### src/rtl/ship_pkg.sv
// Shared types and constants for the ship motion controller: FSM states,
// fixed-point widths, start position and the heading-to-direction table.
package ship_pkg;

    localparam int POS_W = 14;
    localparam int VEL_W = 8;
    localparam int FRAC  = 4;

    localparam int START_X = 144;
    localparam int START_Y = 104;

    localparam logic [5:0] DIR_RESET = 6'b000111;

    typedef enum logic [2:0] {
        ST_IDLE   = 3'd0,
        ST_ROTATE = 3'd1,
        ST_VEL    = 3'd2,
        ST_POS    = 3'd3,
        ST_DRAW   = 3'd4
    } ship_state_t;

    // Direction code {x_left, x_mag[1:0], y_up, y_mag[1:0]}, heading 0 = up, clockwise.
    localparam logic [5:0] HEADING_LUT [16] = '{
        6'b000111, 6'b001111, 6'b011111, 6'b011101,
        6'b011100, 6'b011001, 6'b011011, 6'b001011,
        6'b000011, 6'b101011, 6'b111011, 6'b111001,
        6'b111100, 6'b111101, 6'b111111, 6'b101111
    };

    function automatic logic [5:0] heading_code(input logic [3:0] heading);
        return HEADING_LUT[heading];
    endfunction

endpackage

### src/rtl/ship_axis_integrator.sv
// One axis of ship motion: velocity accelerate/saturate/friction decay and
// 10.4 fixed-point position integration with wrap at the screen extent.
module ship_axis_integrator
    import ship_pkg::*;
#(
    parameter int EXTENT = 320,
    parameter int START  = 144,
    parameter int VMAX   = 48
) (
    input  logic                    clk,
    input  logic                    reset_n,
    input  logic                    vel_en,
    input  logic                    pos_en,
    input  logic                    accel,
    input  logic                    decay,
    input  logic                    neg,
    input  logic [1:0]              mag,
    output logic [POS_W-FRAC-1:0]   pix
);

    localparam logic [POS_W-1:0]        POS_RST = POS_W'(START * 16);
    localparam logic signed [POS_W:0]   WRAP_S  = (POS_W+1)'(EXTENT * 16);
    localparam logic signed [VEL_W:0]   VMAX_S  = (VEL_W+1)'(VMAX);

    logic [POS_W-1:0]        pos;
    logic [VEL_W-1:0]        vel;
    logic signed [VEL_W:0]   vel_ext;
    logic signed [VEL_W:0]   mag_ext;
    logic signed [VEL_W:0]   delta;
    logic signed [VEL_W:0]   vel_sum;
    logic [VEL_W-1:0]        vel_sat;
    logic [VEL_W-1:0]        vel_dec;
    logic signed [POS_W:0]   pos_sum;
    logic signed [POS_W:0]   pos_wrap;
    logic [POS_W-1:0]        pos_next;

    always_comb begin
        vel_ext = {vel[VEL_W-1], vel};
        mag_ext = {{(VEL_W-1){1'b0}}, mag};
        delta   = neg ? -mag_ext : mag_ext;
        vel_sum = vel_ext + delta;
        if (vel_sum > VMAX_S) begin
            vel_sat = VMAX_S[VEL_W-1:0];
        end else if (vel_sum < -VMAX_S) begin
            vel_sat = vel_sat_neg();
        end else begin
            vel_sat = vel_sum[VEL_W-1:0];
        end

        // Friction moves one unit toward zero; zero stays put.
        if (vel[VEL_W-1]) begin
            vel_dec = vel + 1'b1;
        end else if (vel != '0) begin
            vel_dec = vel - 1'b1;
        end else begin
            vel_dec = '0;
        end
    end

    function automatic logic [VEL_W-1:0] vel_sat_neg();
        logic signed [VEL_W:0] n;
        n = -VMAX_S;
        return n[VEL_W-1:0];
    endfunction

    always_comb begin
        pos_sum = $signed({1'b0, pos}) + $signed({{(POS_W+1-VEL_W){vel[VEL_W-1]}}, vel});
        if (pos_sum[POS_W]) begin
            pos_wrap = pos_sum + WRAP_S;
        end else if (pos_sum >= WRAP_S) begin
            pos_wrap = pos_sum - WRAP_S;
        end else begin
            pos_wrap = pos_sum;
        end
        pos_next = pos_wrap[POS_W-1:0];
    end

    always_ff @(posedge clk) begin
        if (!reset_n) begin
            pos <= POS_RST;
            vel <= '0;
        end else begin
            if (vel_en) begin
                if (accel) begin
                    vel <= vel_sat;
                end else if (decay) begin
                    vel <= vel_dec;
                end
            end
            if (pos_en) begin
                pos <= pos_next;
            end
        end
    end

    assign pix = pos[POS_W-1:FRAC];

endmodule

### src/rtl/ship_motion_ctrl.sv
// Per-frame ship update (rotate, velocity, position) followed by a fixed
// draw window during which position and direction are held for the drawer.
module ship_motion_ctrl
    import ship_pkg::*;
#(
    parameter int SCREEN_W     = 320,
    parameter int SCREEN_H     = 240,
    parameter int VMAX         = 48,
    parameter int FRICTION_DIV = 4,
    parameter int DRAW_CYCLES  = 2112
) (
    input  logic       clk,
    input  logic       reset_n,
    input  logic       frame_tick,
    input  logic       rot_left,
    input  logic       rot_right,
    input  logic       thrust,
    output logic [9:0] x_pos,
    output logic [9:0] y_pos,
    output logic [5:0] direction,
    output logic       plot,
    output logic       busy
);

    localparam int CNT_W = $clog2(DRAW_CYCLES);
    localparam int FC_W  = $clog2(FRICTION_DIV + 1);

    ship_state_t       state;
    ship_state_t       state_next;
    logic [CNT_W-1:0]  draw_cnt;
    logic [FC_W-1:0]   fric_cnt;
    logic [3:0]        heading;
    logic [3:0]        heading_next;
    logic              rl_q;
    logic              rr_q;
    logic              th_q;
    logic              fric_hit;
    logic              vel_en;
    logic              pos_en;

    always_ff @(posedge clk) begin
        if (!reset_n) begin
            state    <= ST_IDLE;
            draw_cnt <= '0;
        end else begin
            state <= state_next;
            if (state == ST_POS) begin
                draw_cnt <= CNT_W'(DRAW_CYCLES - 1);
            end else if (state == ST_DRAW && draw_cnt != '0) begin
                draw_cnt <= draw_cnt - 1'b1;
            end
        end
    end

    // frame_tick is only looked at in IDLE; ticks during an update or draw are dropped.
    always_comb begin
        state_next = state;
        plot       = 1'b0;
        busy       = 1'b1;
        vel_en     = 1'b0;
        pos_en     = 1'b0;
        case (state)
            ST_IDLE: begin
                busy = 1'b0;
                if (frame_tick) begin
                    state_next = ST_ROTATE;
                end
            end
            ST_ROTATE: state_next = ST_VEL;
            ST_VEL: begin
                vel_en     = 1'b1;
                state_next = ST_POS;
            end
            ST_POS: begin
                pos_en     = 1'b1;
                state_next = ST_DRAW;
            end
            ST_DRAW: begin
                plot = 1'b1;
                if (draw_cnt == '0) begin
                    state_next = ST_IDLE;
                end
            end
            default: state_next = ST_IDLE;
        endcase
    end

    always_comb begin
        heading_next = heading;
        if (rr_q && !rl_q) begin
            heading_next = heading + 4'd1;
        end else if (rl_q && !rr_q) begin
            heading_next = heading - 4'd1;
        end
        fric_hit = !th_q && (fric_cnt == FC_W'(FRICTION_DIV - 1));
    end

    always_ff @(posedge clk) begin
        if (!reset_n) begin
            rl_q      <= 1'b0;
            rr_q      <= 1'b0;
            th_q      <= 1'b0;
            heading   <= 4'd0;
            direction <= DIR_RESET;
            fric_cnt  <= '0;
        end else begin
            if (state == ST_IDLE && frame_tick) begin
                rl_q <= rot_left;
                rr_q <= rot_right;
                th_q <= thrust;
            end
            if (state == ST_ROTATE) begin
                heading   <= heading_next;
                direction <= heading_code(heading_next);
            end
            if (state == ST_VEL) begin
                if (th_q || fric_hit) begin
                    fric_cnt <= '0;
                end else begin
                    fric_cnt <= fric_cnt + 1'b1;
                end
            end
        end
    end

    ship_axis_integrator #(
        .EXTENT (SCREEN_W),
        .START  (START_X),
        .VMAX   (VMAX)
    ) u_axis_x (
        .clk     (clk),
        .reset_n (reset_n),
        .vel_en  (vel_en),
        .pos_en  (pos_en),
        .accel   (th_q),
        .decay   (fric_hit),
        .neg     (direction[5]),
        .mag     (direction[4:3]),
        .pix     (x_pos)
    );

    ship_axis_integrator #(
        .EXTENT (SCREEN_H),
        .START  (START_Y),
        .VMAX   (VMAX)
    ) u_axis_y (
        .clk     (clk),
        .reset_n (reset_n),
        .vel_en  (vel_en),
        .pos_en  (pos_en),
        .accel   (th_q),
        .decay   (fric_hit),
        .neg     (direction[2]),
        .mag     (direction[1:0]),
        .pix     (y_pos)
    );

endmodule

### config.mk
export PLATFORM = sky130hd
export DESIGN_NAME = ship_motion_ctrl
export DESIGN_NICKNAME = d
export VERILOG_FILES = /design/src/rtl/ship_pkg.sv /design/src/rtl/ship_axis_integrator.sv /design/src/rtl/ship_motion_ctrl.sv
export SDC_FILE = /design/constraint.sdc
export NUM_CORES = 1
export LEC_CHECK = 0
export ABC_AREA = 1
export CORE_MARGIN = 2
export CORE_UTILIZATION = 46
export CTS_CLUSTER_SIZE = 24
export DETAILED_ROUTE_END_ITERATION = 7
export GPL_TIMING_DRIVEN = 0
export PLACE_DENSITY_LB_ADDON = 0.2
export RECOVER_POWER = 25
export SETUP_SLACK_MARGIN = 0.2
export SLEW_MARGIN = 20
export SYNTH_ARGS = -nofsm -noshare
export SYNTH_HDL_FRONTEND = slang
export SYNTH_HIERARCHICAL = 1
export SYNTH_SLANG_ARGS = --single-unit
### constraint.sdc
create_clock -name clk -period 2.4 [get_ports clk]
set_input_delay 0.24 -clock clk [delete_from_list [all_inputs] [get_ports clk]]
set_output_delay 0.24 -clock clk [all_outputs]
set_load 0.005 [all_outputs]
## Word level (Yosys, flattened, before mapping)

Memory sizes are Yosys's and may differ from the RTL's. A register that Yosys moved wholly into a read port is not among the register bits.
Index checks and enable logic that the tools add are counted.
W data, S select, Z words.

| storage, ports and cells | value |
|---|---|
| memory bits (read-only) | 96 |
| register bits | 69 |
| latch bits | 0 |
| input bits | 6 |
| memories kept | 1 |
| output and inout bits | 28 |
| RAM bits | 0 |
| logic and storage cells | 96 |

Memory list:

| memory | depth | bits a word | rd ports | clocked after memory_dff | write ports | RTL line | RTL |
|---|---|---|---|---|---|---|---|
| (no name shown) | 16 | 6 | 1 | 1 | 0 | ship_pkg.sv:31 | `return HEADING_LUT[heading];` |

| cells by class | value |
|---|---|
| divide/modulo/power cells | 0 |
| multiplexer cells | 30 |
| magnitude comparators | 6 |
| bitwise logic cells | 2 |
| reductions and logical operators | 20 |
| eq/ne operators | 7 |
| add/subtract/negate cells | 18 |
| shift-type cells | 0 |
| $mul | 0 |

Operators with widths:

| cell | count |
|---|---|
| $mux W8 | 12 |
| $mux W14 | 4 |
| $add A15 B8 Y15 | 2 |
| $mux W12 | 2 |
| $add A8 B9 Y9 | 2 |
| $gt A9 B7 Y1 const B | 2 |
| $lt A9 B7 Y1 const B | 2 |
| $mux W9 | 2 |
| $neg A2 Y9 | 2 |
| $add A8 B1 Y8 const B | 2 |
| $reduce_bool A8 Y1 | 2 |
| $sub A8 B1 Y8 const B | 2 |
| $ge A15 B13 Y1 const B | 1 |
| $ge A15 B14 Y1 const B | 1 |
| $pmux W3 S5 | 1 |
| $add A14 B13 Y14 const B | 1 |
| $add A14 B14 Y14 const B | 1 |
| $sub A14 B13 Y14 const B | 1 |
| $sub A14 B14 Y14 const B | 1 |
| $logic_not A12 Y1 | 1 |
| $reduce_bool A12 Y1 | 1 |
| $sub A12 B1 Y12 const B | 1 |
| $eq A3 B2 Y1 const B | 3 |
| $mux W3 | 3 |
| other kinds (18) | 31 |

## Depth between registers and ports, before layout

Gate-level depths: netlist (run 1).

| depth | value |
|---|---|
| depth after elaboration | 7 |
| gate-level depth with buffers | 24 |

## Hierarchy

The synthesis (run 1) kept the hierarchy.

Modules (own cells, without submodules):

| module | cells each | sequential area each (µm²) | area each (µm²) | instances |
|---|---|---|---|---|
| ship_axis_integrator at u_axis_x | 478 | 440.4 | 2,822.7 | 1 |
| ship_axis_integrator at u_axis_y | 474 | 440.4 | 2,807.7 | 1 |
| ship_motion_ctrl | 265 | 620.6 | 1,800.5 | 1 |

## Least setup slack after synthesis (run 1)

Ideal clock, no wire load.

| path | value |
|---|---|
| kind | reg-to-reg |
| start | reg u_axis_x.vel[0] |
| end | reg u_axis_x.pos[11] |
| stages on the path, launching flop included | 23 |
| path buffers | 0 |
| path slack | -0.179 ns |
| arrival time | 2.464 ns |
| setup time | 0.115 ns |
| clock period less this slack | 2.579 ns |
| data required time | 2.285 ns |
| cell sequence | dfxtp_1 -> ha_1 -> inv_1 -> fa_1 -> inv_1 -> nand3_1 -> nand4_1 -> nand2_2 -> inv_1 -> ha_1 -> nand3_1 -> nor2_1 -> nand3_1 -> nor2_1 -> nand3_1 -> nor2_1 -> nand2_2 -> nand2_1 -> nand2_1 -> nand3_1 -> nand2_1 -> nand2_1 -> nand2_1 |

| between the ends | value |
|---|---|
| word-level cells in the longest chain between the ends | 4 |
| elaborated cells between the ends (all ways) | 6 |

Ends and longest elaborated chain:

| element | RTL line | RTL |
|---|---|---|
| start: declaration | ship_axis_integrator.sv:26 | `logic [VEL_W-1:0] vel;` |
| start signal: assignment | ship_axis_integrator.sv:85 | `vel <= vel_sat;` |
| start signal: assignment | ship_axis_integrator.sv:87 | `vel <= vel_dec;` |
| $add A15 B8 Y15 (*) | ship_axis_integrator.sv:67 | `pos_sum = $signed({1'b0, pos}) + $signed({{(POS_W+1-VEL_W){vel[VEL_W-1]}}, vel});` |
| $sub A14 B14 Y14 or $ge A15 B14 Y1 (tied branches) | ship_axis_integrator.sv:71, ship_axis_integrator.sv:70 |  |
| $mux W14 | ship_axis_integrator.sv:70 | `end else if (pos_sum >= WRAP_S) begin` |
| $mux W14 (*) | ship_axis_integrator.sv:68 | `if (pos_sum[POS_W]) begin` |
| end signal: assignment | ship_axis_integrator.sv:91 | `pos <= pos_next;` |
| end: declaration | ship_axis_integrator.sv:25 | `logic [POS_W-1:0] pos;` |

Every way passes the cells marked *; elsewhere a longest branch is shown, timed or not.
A chain may end at the register's enable or synchronous reset.

## Worst setup path after layout (run 1)

| path | value |
|---|---|
| start | reg u_axis_x.vel[7] |
| end | reg u_axis_x.pos[11] |

The elaborated chain is that of the path after synthesis.

==> flow_metrics.env, run 1 <==
export IMPL_diodes=0
export IMPL_drive_gt1_frac=0.280
export IMPL_start_util=0.469
export IMPL_crit_chain="ha_4 > nand2_4 > nor2_4 > nand3_2 > nand4_1 > nand2_4 > inv_4 > ha_4 > nand3_4 > nor2_4 > nand3_2 > nor2_2 > nand3_2 > nor2_2 > nand2_2 > nand2_2 > nand2_1 > nand3_1 > nand2_1 > nand2_1 > nand2_1"
export IMPL_max_cap_violations=0
export IMPL_wl_um=20000
export IMPL_r2r_cells=21
export IMPL_num_vias=7872
export IMPL_worstReg2RegStart="u_axis_x/vel[7]"
export IMPL_ys_types=49
export IMPL_via_per_inst=5.12
export IMPL_die_width_um=131
export IMPL_crit_top_cell="nand2_1"
export IMPL_cts_made_buffers=9
export IMPL_hp_start="fric_cnt[2]"
export IMPL_cts_tree="yes"
export IMPL_layout_common_cells="nand2_1 (302), inv_1 (160), nor2_1 (95)"
export IMPL_place_inst=1466
export IMPL_clk_pin_slew_worst_paths_ps=70
export IMPL_nNetsFinal=1389
export IMPL_syn_nets=1288
export IMPL_rr_endpoint="u_axis_x/pos[11]"
export IMPL_clock_latency_ps=340
export IMPL_cp_end_kind="register"
export IMPL_crit_type="reg -> reg"
export IMPL_ys_async_sr_fraction=0
export IMPL_coreArea_sq_um=15800
export IMPL_grt_max_degree=15
export IMPL_finalNonFillerCells=1539
export IMPL_status="complete, but fails checks"
export IMPL_mostFrequentLayoutCell="nand2_1"
export IMPL_maxSlewViolCount=0
export IMPL_grt_pass1_wl_um=31600
export IMPL_crit_path_top_delay_cell="dfxtp_4"
export IMPL_antenna_left=0
export IMPL_port_buffers=33
export IMPL_rsz0062_at_grt="true"
export IMPL_postCtsHoldBufs=0
export IMPL_seq_area_frac_synth=0.202
export IMPL_r2r_setup_slack_ps=-230
export IMPL_root_buffer="clkbuf_16"
export IMPL_final_util=0.620
export IMPL_violations="negative setup slack"
export IMPL_fillCellCount=1481
export IMPL_drt_iter0_markers=557
export IMPL_avgSynthCellArea_sq_um=6.11
export IMPL_tightest_slew_ps=703
export IMPL_crit_path_max_incr_delay_ps=400
export IMPL_finalWeightedCongestion=0.887
export IMPL_finalHoldViolCount=0
export IMPL_antenna_found_initial=0
export IMPL_wl_per_cell_um=13.0
export IMPL_grt_overflow_total=0
export IMPL_power_mw=3.99
export IMPL_clock_skew_ps=6.99
export IMPL_startpoint_type="register"
export IMPL_power_density_nw_per_um2=407
export IMPL_ir_worst_vdd_mv=0.355
export IMPL_cts_htree_levels=3
export IMPL_synth_flop_cell="dfxtp_1"
export IMPL_setup_viol=16
export IMPL_rows=46
export IMPL_p_leak_nw=4.66
export IMPL_crit_required_ps=2630
export IMPL_post_route_min_period_ps=2630
export IMPL_die_area_sq_um=17200
export IMPL_hold_path_cell_count=2
export IMPL_final_setup_worst_slack_ps=-233
export IMPL_die_h_um=131
export IMPL_fin_crit_sh=1.10
export IMPL_ys_ff_latch=75
export IMPL_synth_edff_count=0
export IMPL_syn_area_sq_um=7430
export IMPL_grt_usage=0.218
export IMPL_hold_class="reg -> reg"
export IMPL_clk_path_buf_depth=2
export IMPL_holdPathEnd="fric_cnt[2]"
export IMPL_cp_data_arrival_time_ps=2870
export IMPL_io_pins=34
export IMPL_synth_cells=1217
export IMPL_relSlewSlack=0.530
export IMPL_clock_fmax_ghz=0.380
export IMPL_drc=0
export IMPL_ys_warn_count=6
export IMPL_dp_hpwl_um=14000
export IMPL_area_growth_pct=32.0
export IMPL_cts_sinks=75
export IMPL_firstDrtPassIters=5
export IMPL_grt_pass1_vias=6878
export IMPL_path_max_fanout=6
-- logic make-up (layout without fill, tap and decap cells) --
family | Yosys count | in the layout | synth area share
compound gates | 167 | 167 | 0.129
xor+xnor | 25 | 25 | 0.0295
fa+ha+maj | 65 | 65 | 0.113
buf+inv | 228 | 334 | 0.130
flops | 75 | 75 | 0.202
simple gates | 657 | 657 | 0.395
-- timing repair --
action	4_1_cts	5_1_grt
setup buffers	32	25
pin swaps	45	61
hold endpoints to repair	0	0
endpoints found under the setup margin	32	37
resized for setup	96	108
-- cells in the mapped netlist (10+ instances only) --
cell type  instances  area share
a21oi_1           66       0.044
a31oi_1           10      0.0084
buf_4             22       0.022
dfxtp_1           75        0.20
ha_1              61        0.10
inv_1            171       0.086
inv_2             16      0.0081
nand2_1          347        0.18
nand2_2           29       0.024
nand3_1          109       0.073
nand3b_1          10       0.010
nand4_1           15       0.013
nor2_1           106       0.054
nor3_1            10      0.0067
o21ai_0           53       0.036
xor2_1            19       0.022
-- state kept, by name, summed over array words and instances (netlist names) --
signal and count:
u_axis_x/pos 14, u_axis_y/pos 14, draw_cnt 12, u_axis_x/vel 8, u_axis_y/vel 8, direction 6
heading 4, fric_cnt 3, state 3, rl_q 1, rr_q 1, th_q 1
-- routing by layer --
layer / track usage / vias to the layer above / wire, um / share of wire
li1: - / 4105 / - / -
met3: 0.0313 / 24 / 849 / 0.043
met1: 0.297 / 3578 / 9250 / 0.46
met4: 0.0537 / 0 / 338 / 0.017
met2: 0.362 / 165 / 9520 / 0.48
met5: 0 / - / 0 / 0
-- area by class of cell --
class                           count  area [sq um]  area share
Timing Repair Buffer               90           790      0.0805
Multi-Input combinational cell    914          5890       0.600
Tap cell                          216           270      0.0275
Sequential cell                    75          1580       0.161
Buffer                             38           259      0.0264
Clock buffer                       11           264      0.0269
Inverter                          190           727      0.0741
Clock inverter                      5          40.0     0.00408
-- power by group --
group,leakage [nW],switching (mW),internal (mW)
Combinational,3.89,0.712,0.510
Clock,0.152,0.595,0.804
Sequential,0.625,0.0776,1.29
-- critical path: cells and delay by family, from the launching register on --
| kind | cells | cell delay [ps] |
|---|---|---|
| adders and majority gates | 2 | 450 |
| DFF | 1 | 400 |
| buffers and inverters | 1 | 70 |
| and+or+nand+nor | 18 | 1580 |
-- stage by stage --
stage	instance area, sq um	TNS [ps]	hold slack (ps)	worst slack, ps
3_5_place_dp	8220	-4460	464	-544
6_report	9810	-1210	469	-233
4_1_cts	9140	-1380	473	-218
2_1_floorplan	7620	0	368	16.2
3_3_place_gp	8220	-4330	455	-545
5_1_grt	9810	-4500	514	-430
-- worst max-delay path by stage --
stage,from,end,slack (ps),cells after the start
6_report,u_axis_x/vel[7],u_axis_x/pos[11],-230,21
5_1_grt,u_axis_x/pos[2],u_axis_x/pos[11],-430,22
4_1_cts,u_axis_x/vel[7],u_axis_x/pos[11],-220,22
3_5_place_dp,u_axis_x/vel[6],u_axis_x/pos[11],-540,22
3_3_place_gp,u_axis_x/vel[6],u_axis_x/pos[11],-540,22
2_1_floorplan,u_axis_x/vel[0],u_axis_x/pos[11],20,22
Note: power is estimated with default switching activity, not from simulation.
==> inputs of run 2 (changes only) <==
- CORE_ASPECT_RATIO: default -> 2
- CTS_CLUSTER_DIAMETER: default -> 100
==> flow_metrics.env, run 2 (synthesized netlist as in run 1, its figures left out) <==
export IMPL_crit_required_ps=2610
export IMPL_grt_pass1_vias=7841
export IMPL_clk_pin_slew_worst_paths_ps=60
export IMPL_final_setup_worst_slack_ps=-211
export IMPL_antenna_found_initial=0
export IMPL_p_leak_nw=4.67
export IMPL_hold_class="reg -> reg"
export IMPL_setup_viol=18
export IMPL_cts_made_buffers=9
export IMPL_cp_end_kind="register"
export IMPL_cts_htree_levels=3
export IMPL_power_density_nw_per_um2=428
export IMPL_crit_chain="inv_2 > ha_4 > nand2_2 > o21ai_2 > inv_1 > fa_2 > o31ai_2 > xor2_1 > inv_1 > nand3_2 > nand2_2 > o21ai_4 > nand2_1 > nand2_1 > a21oi_1"
export IMPL_nNetsFinal=1396
export IMPL_finalWeightedCongestion=0.943
export IMPL_final_util=0.613
export IMPL_crit_path_max_incr_delay_ps=370
export IMPL_port_buffers=33
export IMPL_clock_fmax_ghz=0.383
export IMPL_cts_tree="yes"
export IMPL_tightest_slew_ps=788
export IMPL_post_route_min_period_ps=2610
export IMPL_firstDrtPassIters=5
export IMPL_cp_data_arrival_time_ps=2820
export IMPL_wl_per_cell_um=14.2
export IMPL_place_inst=1451
export IMPL_grt_usage=0.255
export IMPL_dp_hpwl_um=16100
export IMPL_rows=65
export IMPL_max_cap_violations=0
export IMPL_area_growth_pct=30.2
export IMPL_die_width_um=93.9
export IMPL_grt_max_degree=14
export IMPL_cp_num_buf_inv=3
export IMPL_met2_usage=0.520
export IMPL_wl_um=21700
export IMPL_drt_iter0_markers=321
export IMPL_met3_usage=0.0308
export IMPL_finalHoldViolCount=0
export IMPL_diodes=0
export IMPL_gr_max_usage_layer="met2"
export IMPL_via_per_inst=5.26
export IMPL_coreArea_sq_um=15800
export IMPL_maxSlewViolCount=0
export IMPL_num_vias=8056
export IMPL_crit_path_top_delay_cell="fa_2"
export IMPL_io_pins=34
export IMPL_grt_overflow_total=0
export IMPL_clock_latency_ps=350
export IMPL_root_buffer="clkbuf_16"
export IMPL_clk_path_buf_depth=2
export IMPL_drive_gt1_frac=0.262
export IMPL_antenna_left=0
export IMPL_status="complete, but fails checks"
export IMPL_cpLargestDelayFamily="compound AO/OA/AOI/OAI gates"
export IMPL_fin_crit_sh=1.09
export IMPL_top_regs="u_axis_x/pos: 14 flops, u_axis_y/pos: 14 flops, draw_cnt: 12 flops"
export IMPL_clock_skew_ps=9.27
export IMPL_grt_pass1_wl_um=35300
export IMPL_ir_worst_vdd_mv=0.405
export IMPL_start_util=0.471
export IMPL_grtUsageMet1=0.238
export IMPL_startpoint_type="register"
export IMPL_finalNonFillerCells=1531
export IMPL_path_max_fanout=6
export IMPL_die_area_sq_um=17200
export IMPL_crit_type="reg -> reg"
export IMPL_layout_common_cells="nand2_1 (310), inv_1 (160), nor2_1 (100)"
export IMPL_cts_sinks=75
export IMPL_mostFrequentLayoutCell="nand2_1"
export IMPL_drc=0
export IMPL_die_h_um=184
export IMPL_postCtsHoldBufs=0
export IMPL_rsz0062_at_grt="true"
export IMPL_violations="negative setup slack"
export IMPL_relSlewSlack=0.471
==> run 2: cell types whose count changed in the layout (fill, tap and decap cells not counted), sizes merged <==
cell and delta:
buf +7, inv -4, clkinvlp +3, bufinv +2, clkdlybuf4s50 -2, dlygate4sd3 +2
clkbuf -1
==> run 2: what timing repair did <==
item,in CTS,in global routing
endpoints found under the setup margin,26,32
gates cloned,0,0
resized for setup,95,62
pin swaps,56,43
buffers inserted,49,15
==> run 2: metrics by stage <==
step,TNS (ps),total power [mW],area [sq um],worst slack [ps],hold slack (ps)
2_1_floorplan,0,2.16,7620,16.2,368
3_3_place_gp,-3600,2.40,8200,-374,448
3_5_place_dp,-4160,2.42,8200,-373,454
4_1_cts,-985,4.07,9300,-109,462
5_1_grt,-5320,4.36,9670,-295,486
6_report,-1820,4.14,9670,-211,463
==> run 2: path summary, 6_finish.rpt <==
path | start | end | slack (ps) | cells past startpoint
max | direction[4] | u_axis_x/vel[5] | -210 | 15
min reg2reg | fric_cnt[2] | fric_cnt[2] | 460 | 2
min | fric_cnt[2] | fric_cnt[2] | 460 | 2
max reg2reg | direction[4] | u_axis_x/vel[5] | -210 | 15
==> run 2: worst register-to-register path, delay by kind of cell (launching register included) <==
family / cells / cell delay, ps
AO/OA/AOI/OAI: 4 / 640
XOR/XNOR: 1 / 260
adder cells (fa/ha/maj): 2 / 620
buffers and inverters: 3 / 230
flip-flops: 1 / 350
AND/OR/NAND/NOR: 5 / 380
==> run 2: routing by layer <==
layer | up-vias | share of wire | routed length (um)
met5 | - | 0 | 0
met4 | 0 | 0.048 | 1030
met3 | 78 | 0.031 | 681
met2 | 187 | 0.57 | 12400
met1 | 3686 | 0.35 | 7540
li1 | 4105 | - | -
==> run 2: area by class of cell <==
class	count	area (sq um)
Fill cell	1511	6100
Multi-Input combinational cell	914	5690
Sequential cell	75	1570
Timing Repair Buffer	97	855
Inverter	190	724
Buffer	38	258
Tap cell	201	251
Clock buffer	10	239
Clock inverter	6	88.8
==> run 2: power breakdown <==
group | switching [mW] | leakage, nW | total [mW] | internal (mW)
registers | 0.0779 | 0.622 | 1.37 | 1.29
clock network | 0.594 | 0.155 | 1.53 | 0.940
logic | 0.720 | 3.89 | 1.24 | 0.519
total | 1.39 | 4.67 | 4.14 | 2.75
